[config.mk]
export PLATFORM = sky130hd
export DESIGN_NAME = fetch_unit
export DESIGN_NICKNAME = d
export VERILOG_FILES = /design/src/rtl/fetch_unit_pkg.sv /design/src/rtl/fetch_unit_link_stack.sv /design/src/rtl/fetch_unit.sv
export SDC_FILE = /design/constraint.sdc
export NUM_CORES = 1
export LEC_CHECK = 0
export ABC_CLOCK_PERIOD_IN_PS = 2300
export CAP_MARGIN = 20
export CORE_ASPECT_RATIO = 1.2
export CORE_MARGIN = 2
export CORE_UTILIZATION = 45
export DETAILED_ROUTE_END_ITERATION = 8
export GPL_ROUTABILITY_DRIVEN = 0
export PLACE_DENSITY = 0.81
export SLEW_MARGIN = 20
export SYNTH_ARGS = -nofsm -noshare
export SYNTH_HDL_FRONTEND = slang
export SYNTH_HIERARCHICAL = 1
export SYNTH_SLANG_ARGS = --single-unit
[constraint.sdc]
create_clock -name clk -period 2.3 [get_ports clk]
set_input_delay 0.69 -clock clk [delete_from_list [all_inputs] [get_ports clk]]
set_output_delay 0.69 -clock clk [all_outputs]
set_load 0.01 [all_outputs]
[src/rtl/fetch_unit_pkg.sv]
// rtl/fetch_unit_pkg.sv - shared opcode constants, branch encodings and fetch state type
package fetch_unit_pkg;

  localparam logic [3:0] OP_NOP     = 4'b0000;
  localparam logic [3:0] OP_LOADIMM = 4'b1111;

  localparam logic [1:0] BC_BR  = 2'd0;
  localparam logic [1:0] BC_BRC = 2'd1;
  localparam logic [1:0] BC_SUB = 2'd2;
  localparam logic [1:0] BC_RET = 2'd3;

  typedef enum logic [1:0] {
    ST_FETCH = 2'd0,
    ST_EXEC  = 2'd1,
    ST_FAULT = 2'd2
  } fetchState_t;

endpackage

[src/rtl/fetch_unit_link_stack.sv]
// rtl/fetch_unit_link_stack.sv - subroutine link storage for the fetch unit
// FETCH_LINK_STACK_EN selects a DEPTH-entry LIFO; otherwise a single register plus valid bit.
module link_stack #(
  parameter int DEPTH = 4,
  parameter int W     = 8
) (
  input  logic         clk,
  input  logic         reset_n,
  input  logic         push,
  input  logic         pop,
  input  logic [W-1:0] pushData,
  output logic [W-1:0] top,
  output logic         full,
  output logic         empty
);

`ifdef FETCH_LINK_STACK_EN
  localparam int IW = $clog2(DEPTH);
  localparam int CW = $clog2(DEPTH + 1);

  logic [W-1:0]  mem [DEPTH];
  logic [CW-1:0] count;

  always_ff @(posedge clk) begin
    if (!reset_n) begin
      count <= '0;
    end else if (push && !full) begin
      mem[IW'(count)] <= pushData;
      count           <= count + CW'(1);
    end else if (pop && !empty) begin
      count <= count - CW'(1);
    end
  end

  assign top   = mem[IW'(count - CW'(1))];
  assign full  = (count == CW'(DEPTH));
  assign empty = (count == '0);
`else
  logic [W-1:0] linkReg;
  logic         linkValid;

  // A new BR.SUB simply overwrites the saved link.
  always_ff @(posedge clk) begin
    if (!reset_n) begin
      linkValid <= 1'b0;
    end else if (push) begin
      linkReg   <= pushData;
      linkValid <= 1'b1;
    end else if (pop) begin
      linkValid <= 1'b0;
    end
  end

  assign top   = linkReg;
  assign full  = (DEPTH < 1);
  assign empty = !linkValid;
`endif

endmodule

[src/rtl/fetch_unit.sv]
// rtl/fetch_unit.sv - instruction fetch and PC sequencer with subroutine link save/restore
// Optional FETCH_LINK_STACK_EN turns the single link register into a LINK_DEPTH-entry stack.
module fetch_unit
  import fetch_unit_pkg::*;
#(
  parameter int ADDR_W     = 8,
  parameter int INSTR_W    = 16,
  parameter int LINK_DEPTH = 4
) (
  input  logic               clk,
  input  logic               reset_n,
  output logic               imem_req,
  output logic [ADDR_W-1:0]  imem_addr,
  input  logic               imem_ack,
  input  logic [INSTR_W-1:0] imem_data,
  input  logic               stall,
  input  logic               use_ea,
  input  logic               link_src,
  input  logic [1:0]         branch_control,
  input  logic               cond_flag,
  output logic               instr_valid,
  output logic [3:0]         opcode,
  output logic [ADDR_W-1:0]  ea,
  output logic [ADDR_W-1:0]  pc,
  output logic               fault
);

  fetchState_t        state;
  logic [INSTR_W-1:0] instrReg;
  logic [ADDR_W-1:0]  pcReg;
  logic               faultReg;

  logic [ADDR_W-1:0]  pcPlusOne;
  logic [ADDR_W-1:0]  nextPc;
  logic [ADDR_W-1:0]  linkTop;
  logic               linkFull;
  logic               linkEmpty;
  logic               linkPush;
  logic               linkPop;
  logic               linkFault;
  logic               execDone;
  logic               unusedIrBits;

  assign pcPlusOne = pcReg + ADDR_W'(1);
  assign execDone  = (state == ST_EXEC) && !stall;

  always_comb begin
    nextPc    = pcPlusOne;
    linkPush  = 1'b0;
    linkPop   = 1'b0;
    linkFault = 1'b0;
    // A branch only acts when the decoder marks the opcode as both EA-using and link-sourcing.
    if (execDone && use_ea && link_src) begin
      case (branch_control)
        BC_BR:  nextPc = ea;
        BC_BRC: if (cond_flag) nextPc = ea;
        BC_SUB: begin
          if (linkFull) begin
            linkFault = 1'b1;
          end else begin
            linkPush = 1'b1;
            nextPc   = ea;
          end
        end
        default: begin
          if (linkEmpty) begin
            linkFault = 1'b1;
          end else begin
            linkPop = 1'b1;
            nextPc  = linkTop;
          end
        end
      endcase
    end
  end

  always_ff @(posedge clk) begin
    if (!reset_n) begin
      state    <= ST_FETCH;
      pcReg    <= '0;
      instrReg <= {OP_NOP, {(INSTR_W-4){1'b0}}};
      faultReg <= 1'b0;
    end else begin
      case (state)
        ST_FETCH: begin
          if (imem_ack) begin
            instrReg <= imem_data;
            state    <= ST_EXEC;
          end
        end
        ST_EXEC: begin
          if (!stall) begin
            if (linkFault) begin
              faultReg <= 1'b1;
              state    <= ST_FAULT;
            end else begin
              pcReg <= nextPc;
              state <= ST_FETCH;
            end
          end
        end
        default: state <= ST_FAULT;
      endcase
    end
  end

  link_stack #(
    .DEPTH (LINK_DEPTH),
    .W     (ADDR_W)
  ) u_link_stack (
    .clk      (clk),
    .reset_n  (reset_n),
    .push     (linkPush),
    .pop      (linkPop),
    .pushData (pcPlusOne),
    .top      (linkTop),
    .full     (linkFull),
    .empty    (linkEmpty)
  );

  // The request is masked during reset so an in-flight fetch is abandoned immediately.
  assign imem_req     = reset_n && (state == ST_FETCH);
  assign imem_addr    = pcReg;
  assign instr_valid  = (state == ST_EXEC);
  assign opcode       = instrReg[INSTR_W-1 -: 4];
  assign ea           = instrReg[ADDR_W-1:0];
  assign pc           = pcReg;
  assign fault        = faultReg;
  assign unusedIrBits = ^instrReg;

endmodule

After elaboration in Yosys (flattened, before gate mapping):

Cells that the tools add are included.

* word-level logic and storage cells: 47
* memories: 0
* RAM bits: 0
* bits in latches: 0
* input bits: 25
* register bits after elaboration: 36
* output and inout port bits: 31
* memory bits (read-only): 0

* reduce and logical (&&, ||, !) cells: 15
* multiply operators: 0
* div/mod/pow operators: 0
* $lt $le $gt $ge: 0
* shift operators: 0
* equality and inequality tests: 5
* mux-type cells: 18
* add/sub/neg operators: 1
* bitwise gates (word level): 2

Operator list (count)
* $mux 8: 3
* $pmux 8 s2: 1
* $mux 1: 10
* $add 8x1->8 const B: 1
* $mux 2: 3
* $reduce_and 2->1: 3
* $reduce_and 3->1: 2
* $eq 2x1->1 const B: 2
* $logic_and 1x1->1: 4
* $logic_not 2->1: 2
* $ne 2x2->1 const B: 2
* $pmux 2 s2: 1
* $reduce_or 3->1: 1
* $eq 2x2->1 const B: 1
* $not 1->1: 2
* $reduce_bool 2->1: 1
* $reduce_or 2->1: 1
* $logic_not 1->1: 1

Depth between registers and ports, before layout:

* word-level depth: 8
* mapped depth: 6
* gate-level depth less buffers: 5

Modules after synthesis:

The synthesis kept the hierarchy.

Modules (own cells, without submodules)
* fetch_unit: cells an instance 173, times used 1, seq. area each 460.4 um2, area an instance 1333.8 um2
* link_stack: cells an instance 15, times used 1, seq. area each 260.2 um2, area an instance 295.3 um2

Least setup slack after synthesis:

Ideal clock, no wire load.

* kind: in2reg
* from: in stall
* to: reg u_link_stack.linkReg[0] (netlist: u_link_stack/top[0]), enable pin
* setup time: 0.332 ns
* slack: 0.273 ns
* arrival time: 1.695 ns
* data required time: 1.968 ns
* buffers on the path: 0
* stages on the path: 4
* cells stage by stage: nor3b_2 -> nand3_1 -> nor4_1 -> and2_1

* longest elaborated chain between the ends: 6

Ends and longest elaborated chain
* start: declaration: RTL line fetch_unit.sv:16 `input logic stall,`
* $logic_not 1->1
* $logic_and 1x1->1: RTL line fetch_unit.sv:45 `assign execDone = (state == ST_EXEC) && !stall;`
* $logic_and 1x1->1 (2 in a row): RTL line fetch_unit.sv:53 `if (execDone && use_ea && link_src) begin`
* $mux 1: RTL line fetch_unit.sv:53
* via linkPush: RTL line fetch_unit.sv:38 `logic linkPush;`
* $reduce_and 2->1 (no source line)
* end signal: assignment: RTL line fetch_unit_link_stack.sv:47 `linkReg <= pushData;`
* end: declaration: RTL line fetch_unit_link_stack.sv:39 `logic [W-1:0] linkReg;`

The timed path passes the listed nets, and every way through them passes these cells.
A chain may end at the register's enable or synchronous reset.

Worst setup path in the final report:

* from: in reset_n
* to: out imem_req

* longest elaborated chain between the ends: 1

Ends and longest elaborated chain
* start: declaration: RTL line fetch_unit.sv:11 `input logic reset_n,`
* $logic_and 1x1->1: RTL line fetch_unit.sv:122 `assign imem_req = reset_n && (state == ST_FETCH);`
* end: declaration: RTL line fetch_unit.sv:12 `output logic imem_req,`

No other way between the ends.

==> metrics.txt <==
clk_skew 0.00529 ns; met3 wire len 290 microns; DR WL/cell 13.6 microns; Initial Util 48.0%; Detailed Place HPWL 2920 microns; Primary FF master, synth dfxtp_1; port bufs 51; clock root cell clkbuf_8; crit path time final 2.23 ns; TritonCTS clock tree done; initial antenna violation count 0; largest net degree at the start of global routing 26; Die Height 69.9 microns; routed via count 1546; GR Overflow Total 0; library cells used by synthesis 37; Yosys Warn Count 6; Max Fclk 0.448 GHz; vias in the first global route 1472; most frequent cells in the layout 50 x clkdlybuf4s50_1, 41 x nand2_1, 24 x dfxtp_1; Via-to-Cell Ratio 5.41; Num CTS Buffers 5; PwrDens 593 nW/um^2; max-cap violation count 0; crit-path max FO 2; dpl cells 278; Seq/Total Area, Yosys 44.2%; fin crit share 97.0%; CTS H-tree depth 2; number of synthesized flops with an enable pin 8; syn avg cell area 8.67 sq um; fin nets 274; top sig layer met4; Hold Crit Class reg -> reg; outcome complete, but fails checks; TNS Setup 0 ns; final wirelength 3880 microns; first-pass GRT wire length 6590 microns; multi-input combinational cell area 797 sq um; commonest non-fill, non-tap cell in the layout clkdlybuf4s50_1; Worst EP required 1.61 ns; Met2 Wirelength 1850 microns; gr usage total 20.6%; DR DRC count 2; Rows 23; final worst-path setup slack 0.0695 ns; failing checks design-rule violations; clk_lat worst skew 0.28 ns; worst vdd ir 0.473 mV; clock sinks 32; Hold Fails Final Rpt 0; Slew Viols, Final 0; Hold Startpoint instrReg[12]; Post-Layout Cell Count 286; drt first pass iters 6; critical path arrival 1.54 ns; Static Leakage 0.844 nW; Ant. Diodes 0; r2r startpoint state[0]; pre-CTS setup slack -0.205 ns; CTS Hold Buffers Added 0; source of the critical timing path reset_n; number of routed nets with antenna violations 0; Crit. End Element output port; drt initial violations 32; largest buffer count on any clock path 2; post-synthesis cell area 1630 sq um; Area Overhead vs Synth 45.2%; RSZ-0062 raised after global routing false; Reg area 721 sq um; Setup Viol. Count Final 0; kind of critical path in -> out; slowest stage delay, CP 0.47 ns; Cells after Synth 188; worst path cell trace clkdlybuf4s50_1 -> and2_1 -> dlygate4sd2_1; Finished Core Util 69.7%; Yosys reg bits 32; Crit-path slowest cell clkdlybuf4s50_1; io pins 56; Die Wd 58.9 microns; clk slew on worst S/H paths 0.07 ns; full die area 4120 sq um; Core Region 3400 sq um; fill count 287; share of layout cells above drive strength 1 11.2%; worst hold margin 0.451 ns; crit start category input pin; asr flop ratio synth 0%; Mapped Nets 214; met1 WL 1700 microns
-- worst max-delay path: cells and delay by family --
| kind | cells | cell delay (ns) |
|---|---|---|
| buf+inv | 2 | 0.73 |
| simple gates | 1 | 0.12 |
-- through the flow --
stage / total power [W] / instance area (sq um)
5_1_grt: 0.00145 / 2370
3_3_place_gp: 0.000866 / 2250
3_5_place_dp: 0.000870 / 2250
2_1_floorplan: 0.000744 / 1630
4_1_cts: 0.00141 / 2370
6_report: 0.00140 / 2370
-- state kept, by name (all words and copies together) (netlist names) --
register / cells
instrReg: 12
imem_addr: 8
u_link_stack/top: 8
state: 2
fault: 1
u_link_stack/linkValid: 1
-- synthesized netlist by cell type (2+ instances only) --
library cell	n	area, sq um
or2_1	3	18.8
xnor2_1	3	26.3
nand3_1	6	30.0
nor2_1	6	22.5
inv_1	5	18.8
o21ai_0	7	35.0
buf_4	9	67.6
nor2b_1	5	31.3
edfxtp_1	8	240
o21a_1	6	45.0
and2_1	3	18.8
a31oi_1	4	25.0
nor3_1	5	25.0
o22ai_1	3	18.8
nand2_1	41	154
dfxtp_1	24	480
o21ai_1	8	40.0
a41oi_1	7	61.3
clkbuf_1	4	15.0
a21boi_1	13	97.6
buf_2	2	10.0
-- routing by layer --
layer	global-route usage, %	vias to the layer above
met3	7.04	5
met4	6.06	0
met2	31.9	50
met1	27.1	711
met5	0	-
li1	-	780
-- area by class of cell --
cell class	instances	area share, %
clock buffer	8	5.13
inverter	5	0.793
multi-input combinational	136	33.7
sequential	32	30.5
tap	37	1.96
timing repair buffer	68	28.0
-- repair_timing --
item                                    in CTS  in global routing
endpoints found under the setup margin       1                  0
endpoints found under the hold margin        0                  0
buffers inserted                             0                  0
gates resized for setup                      1                  0
-- where the power goes --
part           internal [W]  switching [W]  total, W
clock network      0.000338       0.000209  0.000548
logic              0.000133       0.000101  0.000235
registers          0.000599      0.0000226  0.000622
total               0.00107       0.000333   0.00140
-- cell families after synthesis --
logic type	after synthesis	synth area share, %
other	1	0.230
xor gates and xnor gates	3	1.61
DFF	32	44.2
adders and majority gates	1	0.768
and+or+nand+nor	79	24.5
buffers and inverters	20	6.84
AOI/OAI and AO/OA	51	21.2
muxes	1	0.614
-- worst paths after layout --
kind                         end  slack (ns)  cells after the start
max reg2reg  u_link_stack/top[5]        0.64                      5
min reg2reg         instrReg[12]        0.45                      2
min                 instrReg[12]        0.45                      2
max                     imem_req        0.07                      3
Note: power is estimated with default switching activity, not from simulation.
